===== src/rtl/atm_multi_acct_ctrl.sv =====
// ATM session controller: per-account balances, PIN blocking and daily limits,
// note-by-note dispensing over a req/ack handshake, and inactivity abort.
module atm_multi_acct_ctrl #(
  parameter int AMT_W         = 16,
  parameter int NUM_ACCT      = 4,
  parameter int ACCT_W        = 2,
  parameter int MAX_PIN_TRIES = 3,
  parameter int INIT_BALANCE  = 1000,
  parameter int DAILY_LIMIT   = 500,
  parameter int NOTE_VALUE    = 100,
  parameter int TIMEOUT_CYC   = 64
) (
  input  logic              clk,
  input  logic              reset,
  input  logic              card_inserted,
  input  logic [ACCT_W-1:0] acct_id,
  input  logic              pin_entered,
  input  logic              pin_correct,
  input  logic              txn_valid,
  input  logic [1:0]        transaction_choice,
  input  logic [AMT_W-1:0]  amount,
  input  logic              day_reset,
  input  logic              note_ack,
  output logic              note_req,
  output logic [AMT_W-1:0]  balance,
  output logic              balance_valid,
  output logic [2:0]        state_indicator,
  output logic              warning_message,
  output logic              card_blocked,
  output logic              exceed_balance,
  output logic              exceed_limit,
  output logic              bad_amount,
  output logic              timeout_flag,
  output logic              card_eject
);

  localparam int TRY_W = $clog2(MAX_PIN_TRIES + 1);
  localparam int TMR_W = (TIMEOUT_CYC > 1) ? $clog2(TIMEOUT_CYC) : 1;
  localparam logic [AMT_W-1:0] NOTE  = AMT_W'(NOTE_VALUE);
  localparam logic [AMT_W:0]   LIMIT = (AMT_W+1)'(DAILY_LIMIT);

  typedef enum logic [2:0] {
    IDLE      = 3'd0,
    CARD_IN   = 3'd1,
    CHECK_PIN = 3'd2,
    TXN_SEL   = 3'd3,
    BAL_SHOW  = 3'd4,
    WD_CHECK  = 3'd5,
    DISPENSE  = 3'd6,
    EJECT     = 3'd7
  } state_t;

  state_t state, state_next;

  logic [AMT_W-1:0]    bal_mem   [NUM_ACCT];
  logic [AMT_W-1:0]    daily_mem [NUM_ACCT];
  logic [NUM_ACCT-1:0] blocked;
  logic [ACCT_W-1:0]   acct;
  logic                card_prev;
  logic                pin_ok;
  logic [AMT_W-1:0]    amt_q;
  logic [AMT_W-1:0]    remaining;
  logic [TRY_W-1:0]    tries;
  logic [TMR_W-1:0]    timer;

  logic             card_rise, ack, counting, activity, timed_out;
  logic             set_blocked, set_warn, set_exc_bal, set_bad_amt, set_exc_lim;
  logic             block_acct;
  logic [AMT_W-1:0] cur_bal, cur_daily;
  logic [AMT_W:0]   daily_sum;

  assign cur_bal   = bal_mem[acct];
  assign cur_daily = daily_mem[acct];
  assign daily_sum = {1'b0, cur_daily} + {1'b0, amt_q};
  assign card_rise = card_inserted & ~card_prev;

  assign note_req        = (state == DISPENSE) && (remaining != '0);
  assign ack             = note_req & note_ack;
  assign balance         = cur_bal;
  assign balance_valid   = (state == BAL_SHOW);
  assign card_eject      = (state == EJECT);
  assign state_indicator = state;

  // Only events that the current state actually consumes restart the timer.
  assign counting  = state inside {CARD_IN, TXN_SEL, DISPENSE};
  assign activity  = ((state == CARD_IN) && pin_entered) ||
                     ((state == TXN_SEL) && txn_valid) || ack;
  assign timed_out = counting && !activity && (timer == TMR_W'(TIMEOUT_CYC - 1));

  // NOTE: every signal written here gets a default first, so no path can infer a latch.
  always_comb begin
    state_next  = state;
    set_blocked = 1'b0;
    set_warn    = 1'b0;
    set_exc_bal = 1'b0;
    set_bad_amt = 1'b0;
    set_exc_lim = 1'b0;
    block_acct  = 1'b0;
    case (state)
      IDLE: begin
        if (card_rise) begin
          if (blocked[acct_id]) begin
            state_next  = EJECT;
            set_blocked = 1'b1;
          end else begin
            state_next = CARD_IN;
          end
        end
      end
      CARD_IN:   if (pin_entered) state_next = CHECK_PIN;
      CHECK_PIN: begin
        if (pin_ok) begin
          state_next = TXN_SEL;
        end else begin
          set_warn = 1'b1;
          if (tries == TRY_W'(MAX_PIN_TRIES - 1)) begin
            block_acct  = 1'b1;
            set_blocked = 1'b1;
            state_next  = EJECT;
          end else begin
            state_next = CARD_IN;
          end
        end
      end
      TXN_SEL: begin
        if (txn_valid) begin
          case (transaction_choice)
            2'b01:   state_next = BAL_SHOW;
            2'b10:   state_next = WD_CHECK;
            default: state_next = EJECT;
          endcase
        end
      end
      BAL_SHOW: state_next = EJECT;
      WD_CHECK: begin
        state_next = EJECT;
        if ((amt_q == '0) || (amt_q > cur_bal)) set_exc_bal = 1'b1;
        else if ((amt_q % NOTE) != '0)          set_bad_amt = 1'b1;
        else if (daily_sum > LIMIT)             set_exc_lim = 1'b1;
        else                                    state_next  = DISPENSE;
      end
      // The last acked note ends the session directly; note_req is low in EJECT.
      DISPENSE: if (ack && (remaining == NOTE)) state_next = EJECT;
      EJECT:    state_next = IDLE;
      default:  state_next = IDLE;
    endcase
    if (timed_out) state_next = EJECT;
  end

  // NOTE: sequential state uses non-blocking assignments so every register updates together at the edge.
  always_ff @(posedge clk or posedge reset) begin
    if (reset) begin
      state     <= IDLE;
      card_prev <= 1'b0;
      acct      <= '0;
      pin_ok    <= 1'b0;
      amt_q     <= '0;
      remaining <= '0;
      tries     <= '0;
      timer     <= '0;
    end else begin
      state     <= state_next;
      card_prev <= card_inserted;
      if ((state == IDLE) && card_rise)      acct   <= acct_id;
      if ((state == CARD_IN) && pin_entered) pin_ok <= pin_correct;
      if ((state == TXN_SEL) && txn_valid)   amt_q  <= amount;

      if ((state == WD_CHECK) && (state_next == DISPENSE)) remaining <= amt_q;
      else if (ack)                                         remaining <= remaining - NOTE;

      if (state == EJECT)          tries <= '0;
      else if (state == CHECK_PIN) tries <= pin_ok ? '0 : tries + 1'b1;

      if ((state_next != state) || activity || !counting) timer <= '0;
      else                                                timer <= timer + 1'b1;
    end
  end

  // NOTE: the account arrays are reset deliberately: their reset contents are architectural state, not scratch storage.
  always_ff @(posedge clk or posedge reset) begin
    if (reset) begin
      blocked <= '0;
      for (int i = 0; i < NUM_ACCT; i++) begin
        bal_mem[i]   <= AMT_W'(INIT_BALANCE);
        daily_mem[i] <= '0;
      end
    end else begin
      if (block_acct) blocked[acct] <= 1'b1;
      for (int i = 0; i < NUM_ACCT; i++) begin
        if (ack && (acct == ACCT_W'(i))) bal_mem[i] <= bal_mem[i] - NOTE;
        // day_reset clears first; a coincident acked note then counts toward the new day.
        if (day_reset)
          daily_mem[i] <= (ack && (acct == ACCT_W'(i))) ? NOTE : '0;
        else if (ack && (acct == ACCT_W'(i)))
          daily_mem[i] <= daily_mem[i] + NOTE;
      end
    end
  end

  // Session flags: set by the event that causes them, cleared as EJECT exits.
  always_ff @(posedge clk or posedge reset) begin
    if (reset) begin
      warning_message <= 1'b0;
      card_blocked    <= 1'b0;
      exceed_balance  <= 1'b0;
      exceed_limit    <= 1'b0;
      bad_amount      <= 1'b0;
      timeout_flag    <= 1'b0;
    end else if (state == EJECT) begin
      warning_message <= 1'b0;
      card_blocked    <= 1'b0;
      exceed_balance  <= 1'b0;
      exceed_limit    <= 1'b0;
      bad_amount      <= 1'b0;
      timeout_flag    <= 1'b0;
    end else begin
      if (set_warn)    warning_message <= 1'b1;
      if (set_blocked) card_blocked    <= 1'b1;
      if (set_exc_bal) exceed_balance  <= 1'b1;
      if (set_exc_lim) exceed_limit    <= 1'b1;
      if (set_bad_amt) bad_amount      <= 1'b1;
      if (timed_out)   timeout_flag    <= 1'b1;
    end
  end

endmodule


===== config.mk =====
export PLATFORM = sky130hd
export DESIGN_NAME = atm_multi_acct_ctrl
export DESIGN_NICKNAME = d
export VERILOG_FILES = /design/src/rtl/atm_multi_acct_ctrl.sv
export SDC_FILE = /design/constraint.sdc
export NUM_CORES = 1
export LEC_CHECK = 0
export CAP_MARGIN = 10
export CORE_ASPECT_RATIO = 0.6
export CORE_MARGIN = 8
export CORE_UTILIZATION = 50
export CTS_CLUSTER_DIAMETER = 100
export CTS_CLUSTER_SIZE = 25
export DETAILED_ROUTE_END_ITERATION = 6
export PLACE_DENSITY_LB_ADDON = 0.2
export SYNTH_ARGS = -nofsm -noshare
export SYNTH_HDL_FRONTEND = slang
export SYNTH_SLANG_ARGS = --single-unit
export TNS_END_PERCENT = 100

===== constraint.sdc =====
create_clock -name clk -period 14.4 [get_ports clk]
set_clock_uncertainty 0.1 [all_clocks]
set_input_delay 2.88 -clock clk [delete_from_list [all_inputs] [get_ports clk]]
set_output_delay 2.88 -clock clk [all_outputs]
set_load 0.005 [all_outputs]

# After elaboration in Yosys (flattened, before gate mapping)
# Cells that the tools add are included.
# op_classes
order_cmp,6
add_sub_neg,12
eq_ne,17
bitwise,5
muxes,70
n_shift,0
n_reduce_logical,38
div,1
mul,0
# op_table
cell,count
2-to-1 mux 16 bit,14
subtractor 16 x 7 -> 16 bit (second input constant),5
adder 16 x 7 -> 16 bit (second input constant),4
binary-select mux 16 bit (select 2 bit),2
2-to-1 mux 1 bit,33
nonzero test 16 bit,2
2-to-1 mux 7 bit,4
2-to-1 mux 3 bit,8
case mux 3 bit (8 select lines),1
nonzero test 2 bit,12
adder 16 x 16 -> 17 bit,1
> comparator 17 x 9 -> 1 bit (second input constant),1
== test 16 x 7 -> 1 bit (second input constant),1
> comparator 16 bit,1
zero test 16 bit,1
modulo 16 x 7 -> 16 bit (second input constant),1
== test 3 bit (second input constant),5
logical AND 1 bit,13
== test 2 bit (second input constant),4
adder 6 x 1 -> 6 bit (second input constant),1
== test 3 x 2 -> 1 bit (second input constant),2
== test 6 bit (second input constant),1
less-than comparator 2 x 3 -> 1 bit (second input constant),2
2-to-1 mux 2 bit,3
20 further kinds,27
# totals
latch_bits,0
rom_bits,0
in_bits,28
mem_count,0
output_inout_bits,28
mem_bits_rw,0
ff_bits,185

# Logic depth before layout (Yosys ltp)
# depth
word_depth,15
ltp_mapped,25

# Worst setup path before layout
# OpenSTA, ideal clock, no wires.
# synth_path
kind,register to register
startpoint,register amt_q[15]
endpoint,register remaining[3]
setup_time_ns,0.128
stages_incl_launch_ff,24
path_buffers,3
arrival_ns,5.857
required_ns,14.172
period_less_slack_ns,6.085
path_slack_ns,8.315
cell_sequence,dfrtp_1 buf_2 nor2b_1 a221o_1 or3_4 a31oi_4 o211ai_1 a211oi_2 a211oi_2 o211a_1 or3_4 o211ai_2 o21ai_2 a311o_1 o21a_1 o31a_1 and4_4 buf_6 or3b_1 a221oi_1 o22ai_1 and4b_1 buf_4 mux2_1
# synth_between
elab_chain_cells,10
# synth_rtl
item,line,text
start: declaration,61,logic [AMT_W-1:0] amt_q;
start signal: assignment,166,if ((state == TXN_SEL) && txn_valid) amt_q <= amount;
"parallel branches: the longest is 4 deep, another holds modulo 16 x 7 -> 16 bit",-,
2-to-1 mux 1 bit *,137,if ((amt_q == '0) || (amt_q > cur_bal)) set_exc_bal = 1'b1;
case mux 3 bit (8 select lines) *,99,case (state)
2-to-1 mux 3 bit *,147,if (timed_out) state_next = EJECT;
== test 3 bit *,168,if ((state == WD_CHECK) && (state_next == DISPENSE)) remaining <= amt_q;
logical AND 1 bit *,168,
2-to-1 mux 16 bit / nonzero test 2 bit (equally long branches),-,
end signal: assignment,168,
end signal: assignment,169,else if (ack) remaining <= remaining - NOTE;
end: declaration,62,logic [AMT_W-1:0] remaining;
# Every way passes the cells marked *.
# A chain may end at the register's enable or synchronous reset.

# Worst setup path after layout
# layout_path
startpoint,register amt_q[13]
endpoint,register remaining[12]
# Same word-level chain as after synthesis.

==> metrics <==
outcome complete, no violations; Die H 133 microns; final count of pins violating max slew 0; All-Layer GR Usage 22.0%; CP endpoint kind flip-flop; DPL Wire Length 22.1 mm; Post-Route WL 30.0 mm; Most Used Layer, Global Route met1; Port-buffer cells 53; Yosys reg bits 169; Final Cycle Share 57.0%; initial core utilization 51.3%; worst setup margin 6.19 ns; critical path data required time 14.62 ns; Placement Setup Slack ~6.5 ns; most used cell, CP a21oi_1; worst slew pin tran 1.17 ns; clock root cell clkbuf_16; Seq/Total Area, Yosys between 30 and 40%; worst min path class flip-flop to flip-flop; min Tclk post-route 8.21 ns; share of layout cells above drive strength 1 around an eighth; Fillers 1,923; # setup viols final 0; number of synthesized flops with an enable pin 0; Post-DP Area roughly 12,000 sq um; Hold Fails Final Rpt 0; gp weighted congestion 0.930; CTS tree built; setup TNS 0 ns; Post-Route Utilization 57.3%; Clock Sinks 169; clk slew on worst S/H paths 0.06 ns; first-pass GRT wire length 49.3 mm; Setup Buffers After CTS 0; final instance area 12,700 sq um; most common library cells after synthesis dfrtp_1, nor2_1, nand2_1, xnor2_1, xor2_1; Avg WL per Cell 19.4 microns; CP cell instances inv_1 -> a221o_1 -> a21oi_1 -> o21ai_0 -> a32oi_1 -> o211ai_2 -> o32ai_1 -> o2111ai_1 -> a31oi_1 -> nand2b_1 -> nand3b_1 -> o311ai_1 -> a21oi_1 -> mux2i_1 -> or3b_1 -> a221oi_1 -> o22ai_1 -> and4b_1 -> mux2_1; core area approximately 22,000 sq um; # rows between 40 and 50; initial antenna violation count 0; # nets final 1,295; synth top area cells dfrtp_1, mux4_2, dfstp_2; die area 28,000 sq um; post-CTS sizing 0; met2 capacity usage during global routing 28.5%; CTS Hold Bufs 0; Crit path largest cell delay 0.95 ns; vias in the first global route between 8,000 and 9,000; largest net degree at the start of global routing 69; critical path class flip-flop to flip-flop; Max Cap Violations 0; largest area contributor in the netlist dfrtp_1; TritonCTS Buffers 17; most numerous cell in the Yosys netlist dfrtp_1; synth warn 0; Synth Instances 1,188; # IOs 56; Global Route met1 Usage between 30% and 40%; share of flip-flops with an asynchronous set or reset after synthesis 100%; Worst setup SP type flip-flop; DIE WIDTH 211 microns; worst-case clock buffer depth 2; Netlist cell types 97; Slew headroom around a fifth; share of the synthesized area in the top cell type 31.8%; unrepaired setup endpoints after global routing false; ANT cells 0; Initial DRT Pass Iterations 7; Syn-to-layout area delta 11.8%; Starting DRT DRC Count 914; Post-Syn Area 11,400 sq um; CP Max Fanout 21; Crit-path slowest cell o311ai_1; M3 GR Usage a little over 5%; Post-synth top flop dfrtp_1; drc violations 0; WP data arrival 8.44 ns; H-tree depth 4; Clk Latency, worst-skew pair 0.44 ns; fmax 0.122 GHz; grt ovf 0; antenna viol nets, final 0; via count 9,241; Avg Cell Area, Syn approximately 9.6 sq um; average vias per placed instance 5.98
## routing by layer
metal  vias up  wire [microns]
met4         0             433
met3        35            2370
li1       4388               -
met2       350           11400
met1      4468           15900
met5         -               0
## sequential cells by signal (all words and copies together), names as in the netlist
signal / cells
card_prev: 1
bal_mem: 56
pin_ok: 1
daily_mem: 56
tries: 2
timeout_flag: 1
card_blocked: 1
state_indicator: 3
exceed_balance: 1
blocked: 4
warning_message: 1
timer: 6
amt_q: 16
bad_amount: 1
remaining: 16
acct: 2
exceed_limit: 1
## area by class of cell
| cell class | instances | area, sq um | area share, % |
|---|---|---|---|
| Multi-Input combinational cell | 918 | 6710 | 52.6 |
| Sequential cell | 169 | 4260 | 33.4 |
| Timing Repair Buffer | 63 | 601 | 4.71 |
| Clock buffer | 21 | 460 | 3.61 |
| Tap cell | 308 | 385 | 3.02 |
| Inverter | 55 | 211 | 1.66 |
| Clock inverter | 11 | 121 | 0.952 |
## through the flow
step	hold slack (ns)	cells
floorplan	0.336	1190
global placement	0.347	1513
detailed placement	0.353	1513
CTS	0.370	1545
global route	0.386	1545
finish	0.366	1545
## cell families after synthesis
family / synth area share, %
xor+xnor: 9.91
compound gates: 16.3
mux: 9.51
fa+ha+maj: 4.98
other cells: 0.0329
simple gates: 18.0
buf+inv: 3.93
flops: 37.4
## critical path: cells and delay by family, from the launching register on
| family | cells | cell delay, ns |
|---|---|---|
| AOI/OAI and AO/OA | 12 | 4.68 |
| and+or+nand+nor | 4 | 1.51 |
| DFF | 1 | 0.88 |
| muxes | 2 | 0.62 |
| buffers and inverters | 1 | 0.29 |
## cells in the final DEF, fill, tap and decap left out, types with 13 or more instances in the layout
cell,count
o211ai_1,15
clkdlybuf4s50_1,52
xor2_1,61
nand2_1,92
xnor2_1,68
dfstp_2,24
nor2_1,115
dfrtp_1,143
ha_1,43
nor4_1,24
mux2_2,21
a31oi_1,13
inv_1,52
nor3_1,25
clkbuf_16,17
mux4_2,29
nor2b_1,16
o21ai_0,52
and3_1,14
nand3_1,50
a21oi_1,51
nand2b_1,19
mux2i_1,15
## final timing paths
path,from,to,slack [ns],depth (start not counted)
hold reg to reg,blocked[1]$_DFFE_PP0P_,blocked[1]$_DFFE_PP0P_,0.37,1
hold / removal,blocked[1]$_DFFE_PP0P_,blocked[1]$_DFFE_PP0P_,0.37,1
min in group asynchronous,reset,amt_q[12]$_DFFE_PP0P_,2.74,2
setup / recovery,amt_q[13]$_DFFE_PP0P_,remaining[12]$_DFFE_PP0P_,6.19,19
max in group asynchronous,reset,acct[1]$_DFFE_PP0P_,9.43,4
setup reg to reg,amt_q[13]$_DFFE_PP0P_,remaining[12]$_DFFE_PP0P_,6.19,19
Power is not shown: default switching activity piles up to over one toggle a cycle in this logic, so the estimate is an artifact.
